<file path="config.mk">
export PLATFORM = sky130hd
export DESIGN_NAME = adder_subtractor_multiprecision_chained
export DESIGN_NICKNAME = d
export VERILOG_FILES = /design/src/rtl/adder_subtractor_multiprecision_pkg.sv /design/src/rtl/step_word_shift_register.sv /design/src/rtl/adder_subtractor_multiprecision_chained.sv
export SDC_FILE = /design/constraint.sdc
export NUM_CORES = 1
export LEC_CHECK = 0
export CAP_MARGIN = 20
export CORE_MARGIN = 2
export CORE_UTILIZATION = 30
export CTS_CLUSTER_DIAMETER = 150
export CTS_CLUSTER_SIZE = 30
export DETAILED_ROUTE_END_ITERATION = 16
export SKIP_CTS_REPAIR_TIMING = 1
export SYNTH_ARGS = -nofsm -noshare
export SYNTH_HDL_FRONTEND = slang
export SYNTH_SLANG_ARGS = --single-unit
</file>
<file path="constraint.sdc">
create_clock -name clock -period 3.7 [get_ports clock]
set_input_delay 0.74 -clock clock [delete_from_list [all_inputs] [get_ports clock]]
set_output_delay 0.74 -clock clock [all_outputs]
set_load 0.02 [all_outputs]
</file>
<file path="src/rtl/adder_subtractor_multiprecision_pkg.sv">
// Shared types and sizing helpers for the chained multiprecision adder/subtractor.
package adder_subtractor_multiprecision_pkg;

    typedef enum logic [1:0] {
        OP_ADD = 2'b00,
        OP_SUB = 2'b01,
        OP_ADC = 2'b10,
        OP_SBC = 2'b11
    } op_t;

    typedef enum logic [1:0] {
        STATE_LOAD = 2'b00,
        STATE_CALC = 2'b01,
        STATE_DONE = 2'b10
    } state_t;

    function automatic int step_count(input int word_width, input int step_width);
        return (word_width + step_width - 1) / step_width;
    endfunction

    function automatic int pad_width(input int word_width, input int step_width);
        return step_count(word_width, step_width) * step_width - word_width;
    endfunction

endpackage

</file>
<file path="src/rtl/step_word_shift_register.sv">
// Parallel-load register of DEPTH step words; each shift drops the lowest step word
// and inserts shift_in at the top, so operands stream out LSW first.
module step_word_shift_register #(
    parameter int STEP_WIDTH = 16,
    parameter int DEPTH      = 8
) (
    input  logic                          clock,
    input  logic                          clear_n,
    input  logic                          load,
    input  logic                          shift,
    input  logic [DEPTH*STEP_WIDTH-1:0]   load_data,
    input  logic [STEP_WIDTH-1:0]         shift_in,
    output logic [DEPTH*STEP_WIDTH-1:0]   data,
    output logic [STEP_WIDTH-1:0]         step_word
);
    localparam int TOTAL = DEPTH * STEP_WIDTH;

    logic [TOTAL-1:0] shifted;

    assign shifted   = (data >> STEP_WIDTH) | (TOTAL'(shift_in) << (TOTAL - STEP_WIDTH));
    assign step_word = data[STEP_WIDTH-1:0];

    always_ff @(posedge clock or negedge clear_n) begin
        if (!clear_n) begin
            data <= '0;
        end else if (load) begin
            data <= load_data;
        end else if (shift) begin
            data <= shifted;
        end
    end

endmodule

</file>
<file path="src/rtl/adder_subtractor_multiprecision_chained.sv">
// Multiprecision add/sub through one STEP_WORD_WIDTH adder, LSW first, with chainable carry.
// Define ADDER_SUBTRACTOR_MULTIPRECISION_OUTPUT_BUFFER_EN for a result holding register.
module adder_subtractor_multiprecision_chained
    import adder_subtractor_multiprecision_pkg::*;
#(
    parameter int WORD_WIDTH      = 128,
    parameter int STEP_WORD_WIDTH = 16
) (
    input  logic                   clock,
    input  logic                   clear_n,
    input  logic                   input_valid,
    output logic                   input_ready,
    input  logic [1:0]             op,
    input  logic                   carry_in,
    input  logic [WORD_WIDTH-1:0]  A,
    input  logic [WORD_WIDTH-1:0]  B,
    output logic                   output_valid,
    input  logic                   output_ready,
    output logic [WORD_WIDTH-1:0]  sum,
    output logic                   carry_out,
    output logic                   overflow,
    output logic                   zero,
    output logic                   negative
);
    localparam int S   = STEP_WORD_WIDTH;
    localparam int N   = step_count(WORD_WIDTH, STEP_WORD_WIDTH);
    localparam int P   = pad_width(WORD_WIDTH, STEP_WORD_WIDTH);
    localparam int EXT = N * S;
    localparam int Q   = S - P - 1;
    localparam int CW  = (N > 1) ? $clog2(N) : 1;
    localparam logic [CW-1:0] LAST_STEP = CW'(N - 1);

    state_t                state;
    state_t                calc_exit;
    op_t                   op_code;
    logic [CW-1:0]         step_cnt;
    logic                  carry_q;
    logic                  calc_carry;
    logic                  calc_overflow;
    logic                  calc_zero;
    logic                  init_carry;
    logic                  invert_b;
    logic                  accept;
    logic                  calc;
    logic                  last_step;
    logic                  top_carry;
    logic                  word_carry;
    logic                  word_overflow;
    logic [WORD_WIDTH-1:0] b_operand;
    logic [WORD_WIDTH-1:0] result_sum;
    logic [EXT-1:0]        a_load;
    logic [EXT-1:0]        b_load;
    logic [EXT-1:0]        sum_ext;
    logic [EXT-1:0]        a_data_unused;
    logic [EXT-1:0]        b_data_unused;
    logic [S-1:0]          a_step;
    logic [S-1:0]          b_step;
    logic [S-1:0]          sum_step_unused;
    logic [S:0]            step_full;

    assign op_code   = op_t'(op);
    assign invert_b  = op_code inside {OP_SUB, OP_SBC};
    assign b_operand = invert_b ? ~B : B;
    assign a_load    = EXT'($signed(A));
    assign b_load    = EXT'($signed(b_operand));

    always_comb begin
        init_carry = carry_in;
        case (op_code)
            OP_ADD:  init_carry = 1'b0;
            OP_SUB:  init_carry = 1'b1;
            default: init_carry = carry_in;
        endcase
    end

    assign accept    = (state == STATE_LOAD) && input_valid;
    assign calc      = (state == STATE_CALC);
    assign last_step = calc && (step_cnt == '0);

    step_word_shift_register #(.STEP_WIDTH(S), .DEPTH(N)) a_reg (
        .clock(clock), .clear_n(clear_n), .load(accept), .shift(calc),
        .load_data(a_load), .shift_in('0), .data(a_data_unused), .step_word(a_step)
    );

    step_word_shift_register #(.STEP_WIDTH(S), .DEPTH(N)) b_reg (
        .clock(clock), .clear_n(clear_n), .load(accept), .shift(calc),
        .load_data(b_load), .shift_in('0), .data(b_data_unused), .step_word(b_step)
    );

    step_word_shift_register #(.STEP_WIDTH(S), .DEPTH(N)) sum_reg (
        .clock(clock), .clear_n(clear_n), .load(1'b0), .shift(calc),
        .load_data('0), .shift_in(step_full[S-1:0]), .data(sum_ext), .step_word(sum_step_unused)
    );

    assign step_full = {1'b0, a_step} + {1'b0, b_step} + {{S{1'b0}}, carry_q};

    // Bit Q of the last step word is bit WORD_WIDTH-1; its carry-in and carry-out give the flags.
    assign top_carry     = a_step[Q] ^ b_step[Q] ^ step_full[Q];
    assign word_carry    = (a_step[Q] & b_step[Q]) | (top_carry & (a_step[Q] | b_step[Q]));
    assign word_overflow = word_carry ^ top_carry;
    assign result_sum    = WORD_WIDTH'((sum_ext >> S) | (EXT'(step_full[S-1:0]) << (EXT - S)));

`ifdef ADDER_SUBTRACTOR_MULTIPRECISION_OUTPUT_BUFFER_EN
    logic                  hold_valid;
    logic                  hold_carry;
    logic                  hold_overflow;
    logic                  hold_zero;
    logic                  hold_free;
    logic [WORD_WIDTH-1:0] hold_sum;

    assign hold_free = !hold_valid || output_ready;
    assign calc_exit = hold_free ? STATE_LOAD : STATE_DONE;

    always_ff @(posedge clock or negedge clear_n) begin
        if (!clear_n) begin
            hold_valid    <= 1'b0;
            hold_carry    <= 1'b0;
            hold_overflow <= 1'b0;
            hold_zero     <= 1'b0;
            hold_sum      <= '0;
        end else if (last_step && hold_free) begin
            hold_valid    <= 1'b1;
            hold_carry    <= word_carry;
            hold_overflow <= word_overflow;
            hold_zero     <= (result_sum == '0);
            hold_sum      <= result_sum;
        end else if ((state == STATE_DONE) && output_ready) begin
            hold_valid    <= 1'b1;
            hold_carry    <= calc_carry;
            hold_overflow <= calc_overflow;
            hold_zero     <= calc_zero;
            hold_sum      <= sum_ext[WORD_WIDTH-1:0];
        end else if (output_ready) begin
            hold_valid    <= 1'b0;
        end
    end

    assign output_valid = hold_valid;
    assign sum          = hold_sum;
    assign carry_out    = hold_carry;
    assign overflow     = hold_overflow;
    assign zero         = hold_zero;
    assign negative     = hold_sum[WORD_WIDTH-1];
`else
    assign calc_exit    = STATE_DONE;
    assign output_valid = (state == STATE_DONE);
    assign sum          = sum_ext[WORD_WIDTH-1:0];
    assign carry_out    = calc_carry;
    assign overflow     = calc_overflow;
    assign zero         = calc_zero;
    assign negative     = sum_ext[WORD_WIDTH-1];
`endif

    assign input_ready = (state == STATE_LOAD);

    always_ff @(posedge clock or negedge clear_n) begin
        if (!clear_n) begin
            state         <= STATE_LOAD;
            step_cnt      <= '0;
            carry_q       <= 1'b0;
            calc_carry    <= 1'b0;
            calc_overflow <= 1'b0;
            calc_zero     <= 1'b0;
        end else begin
            case (state)
                STATE_LOAD: begin
                    if (input_valid) begin
                        state    <= STATE_CALC;
                        step_cnt <= LAST_STEP;
                        carry_q  <= init_carry;
                    end
                end
                STATE_CALC: begin
                    step_cnt <= step_cnt - CW'(1);
                    carry_q  <= step_full[S];
                    if (step_cnt == '0) begin
                        calc_carry    <= word_carry;
                        calc_overflow <= word_overflow;
                        calc_zero     <= (result_sum == '0);
                        state         <= calc_exit;
                    end
                end
                STATE_DONE: begin
                    if (output_ready) begin
                        state <= STATE_LOAD;
                    end
                end
                default: state <= STATE_LOAD;
            endcase
        end
    end

endmodule

</file>
==> key figures <==
Routing
  – Post-detailed-route count of antenna-violating nets: 0
  – Mean number of vias per cell: 4.85
  – Vias: 14.8k
  – DRT Pass-1 Iters: 6
  – WL final: 58000 µm
  – Iteration-0 DRC Markers: 1170
  – Wire length per cell: 19.1 µm
  – Remaining routing DRC violations: 0

Clock tree
  – Worst skew pair latency: 0.57 ns
  – Cts bufs inserted: 17
  – Clock tree buffer depth: 3
  – CTS tree: yes
  – Clock Sinks: 393
  – Clk Tree Root Cell: sky130_fd_sc_hd__clkbuf_16
  – H-tree level count: 1
  – Clk slew on worst S/H paths: 0.12 ns

Synth
  – Yosys synthesis warning count: 0
  – Count of different cell masters after synthesis: 52
  – Post-Synthesis Mean Instance Area: 9.43 µm²
  – Synthesis-stage register bit count: 393
  – Mapped Area: 0.0187 mm²
  – Synth area leaders: sky130_fd_sc_hd__dfrtp_1, sky130_fd_sc_hd__nand2_1, sky130_fd_sc_hd__xnor2_1, sky130_fd_sc_hd__a221o_1, sky130_fd_sc_hd__a22oi_1
  – Post-synth EDFFs: 0
  – Leading area contributor after synthesis: sky130_fd_sc_hd__dfrtp_1
  – Post-synthesis cell count: 1980
  – Library cell with the highest instance count after synthesis: sky130_fd_sc_hd__nand2_1
  – Synthesized Nets: 2265
  – Fraction of registers with async set/reset: 1.00
  – Ys flop type: sky130_fd_sc_hd__dfrtp_1
  – Yosys top cell area share: 0.526
  – Seq/Total Area, Yosys: 0.526
  – Most frequent cells after synthesis: sky130_fd_sc_hd__nand2_1, sky130_fd_sc_hd__dfrtp_1, sky130_fd_sc_hd__xnor2_1

Critical path
  – Endpoint of the lowest-slack register-to-register path: zero$_DFFE_PN0P_
  – Longest individual stage delay on the worst path: 0.63 ns
  – Worst setup EP type: register
  – Data arrival time at the worst-slack endpoint: 4.15 ns
  – Setup crit start kind: register
  – Critical path peak fanout: 2
  – Critical setup path kind: register to register
  – Worst reg-to-reg path cell count: 16
  – Most common cell on crit path: sky130_fd_sc_hd__nand4_1
  – CP cell instances: ha_4 -> buf_6 -> and4_4 -> nand4_1 -> nand2_1 -> a21oi_2 -> o21bai_1 -> a311oi_2 -> fa_2 -> nor4b_4 -> nand4_1 -> nor4_2 -> nand3_1 -> nor4bb_1 -> nand4_1 -> o31ai_2
  – Crit path max-delay cell type: sky130_fd_sc_hd__fa_2
  – Required time at the endpoint of the critical path: 4.16 ns
  – R2r setup slk: 0.004 ns
  – Origin of the critical flop-to-flop path: b_reg.data[7]$_DFFE_PN0P_

Die
  – Boundary Pins: 397
  – Die footprint: 0.0643 mm²
  – Starting density of the core: 0.303
  – Placement row count: 91
  – Die H: 254 µm
  – Placeable core region: 0.0616 mm²
  – Horiz. Die Dim: 254 µm

Global route
  – First-pass GRT wire length: 88100 µm
  – Total global routing track utilization: 0.176
  – Total gr overflow: 0
  – Number of global-route vias before repair: 14.9k
  – Initial antenna violation count: 8
  – Maximum number of pins on one net before global-route repair: 147

Layout
  – Fraction of final layout cells with drive strength greater than 1: 0.0445
  – Final net count: 2484
  – Number of inserted filler cells in the final layout: 6179
  – Area growth syn-to-layout: 25.7%
  – Register area: 0.00983 mm²
  – Footprint of the multi-input gates: 0.00756 mm²
  – Post-layout instance area: 0.0235 mm²
  – Share of the core filled with cells: 0.381

Pwr
  – Net load switching power: 9.19 mW
  – Leakage power figure: 10.4 nW
  – Cell Int Power: 11.6 mW
  – Maximum resistive drop on vdd: 529 µV
  – Power density of the placed cells: 885 mW/mm²
  – Combinational share of power: 0.507
  – Portion of total power attributed to the clock network: 0.110
  – Share of total power in sequential cells: 0.383
  – Fraction of power spent switching nets: 0.443

Place
  – Port Buf Inserts: 396
  – Post-DP Area: 0.0229 mm²
  – Routability-driven placement congestion ratio: 0.891
  – DP Wirelength: 42200 µm

Min path
  – Worst hold path class: input pin to async pin

Timing
  – Clock Skew: 0.0441 ns
  – RSZ-0062 raised after global routing: true
  – Number of max-slew violations in the final report: 0
  – Top achievable clock speed: 0.271 GHz
  – Final hold slack: 0.118 ns
  – Final sum of negative setup slack: 0 ns
  – Post-layout minimum cycle time: 3.70 ns
  – Final critical-path share of the clock period: 0.999
  – Slew at the pin with the worst max-slew slack: 1.02 ns
  – Remaining max-slew budget at the tightest pin: 0.318
  – Hold Fails Final Rpt: 0
  – Number of setup violations in the final report: 0

Status
  – Run status: complete, no violations

Job
  – Max_cap viols: 0
## critical path: cells and delay by family, from the launching register on
kind | cells | cell delay, ns
and+or+nand+nor | 9 | 1.55
adders and majority gates | 2 | 0.92
AOI/OAI and AO/OA | 4 | 0.62
DFF | 1 | 0.43
buffers and inverters | 1 | 0.09
## per-stage QoR
stage          total power, mW  std cells  worst slack (ns)
2_1_floorplan             14.7       1980             0.124
3_3_place_gp              18.2       3013            -0.175
3_5_place_dp              18.5       3013            -0.280
4_1_cts                   20.8       3033            -0.345
5_1_grt                   22.4       3042            -0.308
6_report                  20.8       3044           0.00390
## sequential cells by signal (all words and copies together), names as in the netlist
name	count
overflow	1
state	2
carry_q	1
carry_out	1
a_reg.data	128
sum_reg.data	128
step_cnt	3
b_reg.data	128
zero	1
## power by group through the flow
stage	registers, mW	logic, mW	clock network (mW)
final	7.95	10.5	2.28
after global routing	8.21	11.6	2.50
after CTS	7.97	10.4	2.37
after detailed placement	8.07	10.4	0
after global placement	8.00	10.2	0
after floorplan	7.36	7.29	0
## logic make-up after synthesis
group | count (synthesis) | share of synthesized area
AND/OR/NAND/NOR | 844 | 0.181
flip-flops | 393 | 0.526
AO/OA/AOI/OAI | 323 | 0.135
buffers and inverters | 256 | 0.0749
XOR/XNOR | 140 | 0.0656
adder cells (fa/ha/maj) | 22 | 0.0163
multiplexers | 2 | 0.00107
## how the worst max path moves through the flow
stage	start	to	slack (ns)	cells past startpoint
6_report	b_reg.data[7]$_DFFE_PN0P_	zero$_DFFE_PN0P_	0.004	16
5_1_grt	b_reg.data[7]$_DFFE_PN0P_	zero$_DFFE_PN0P_	-0.31	17
4_1_cts	carry_q$_DFFE_PN0P_	zero$_DFFE_PN0P_	-0.35	16
3_5_place_dp	carry_q$_DFFE_PN0P_	zero$_DFFE_PN0P_	-0.28	16
3_3_place_gp	carry_q$_DFFE_PN0P_	zero$_DFFE_PN0P_	-0.18	16
2_1_floorplan	carry_q$_DFFE_PN0P_	zero$_DFFE_PN0P_	0.12	16
## routing by layer
layer  vias to the layer above  GRT usage  wire (µm)
li1                       7033          -          -
met1                      7201      0.228      24300
met2                       457      0.301      28500
met3                        61     0.0307       3750
met4                         4     0.0478       1480
met5                         -          0         27
## area by class of cell
type                            count  share of cell area
Clock buffer                       17              0.0181
Clock inverter                      3             0.00187
Tap cell                          837              0.0446
Multi-Input combinational cell   1331               0.322
Inverter                           11             0.00176
Sequential cell                   393               0.419
Antenna cell                        7            0.000746
Timing Repair Buffer              445               0.192
## cells in the final DEF, fill, tap and decap left out, drive strengths merged, types with 2 or more instances in the layout
cell type	instances
o21ai	62
a22oi	113
a31oi	8
xor2	11
clkdlybuf4s50	394
xnor2	129
mux2i	2
o211ai	4
a21oi	10
dfrtp	393
a221o	104
inv	12
ha	18
o21bai	4
clkinv	2
and4	2
nand2	635
nor3	6
or4	2
nand4	10
buf	51
clkbuf	17
fa	4
nor4	29
nand3	19
diode	7
nor4b	2
nor2	123
and2	2
nor2b	3
or2	2
o31ai	3
a211oi	4
nand2b	5
Power figures use the tool's default switching activity.
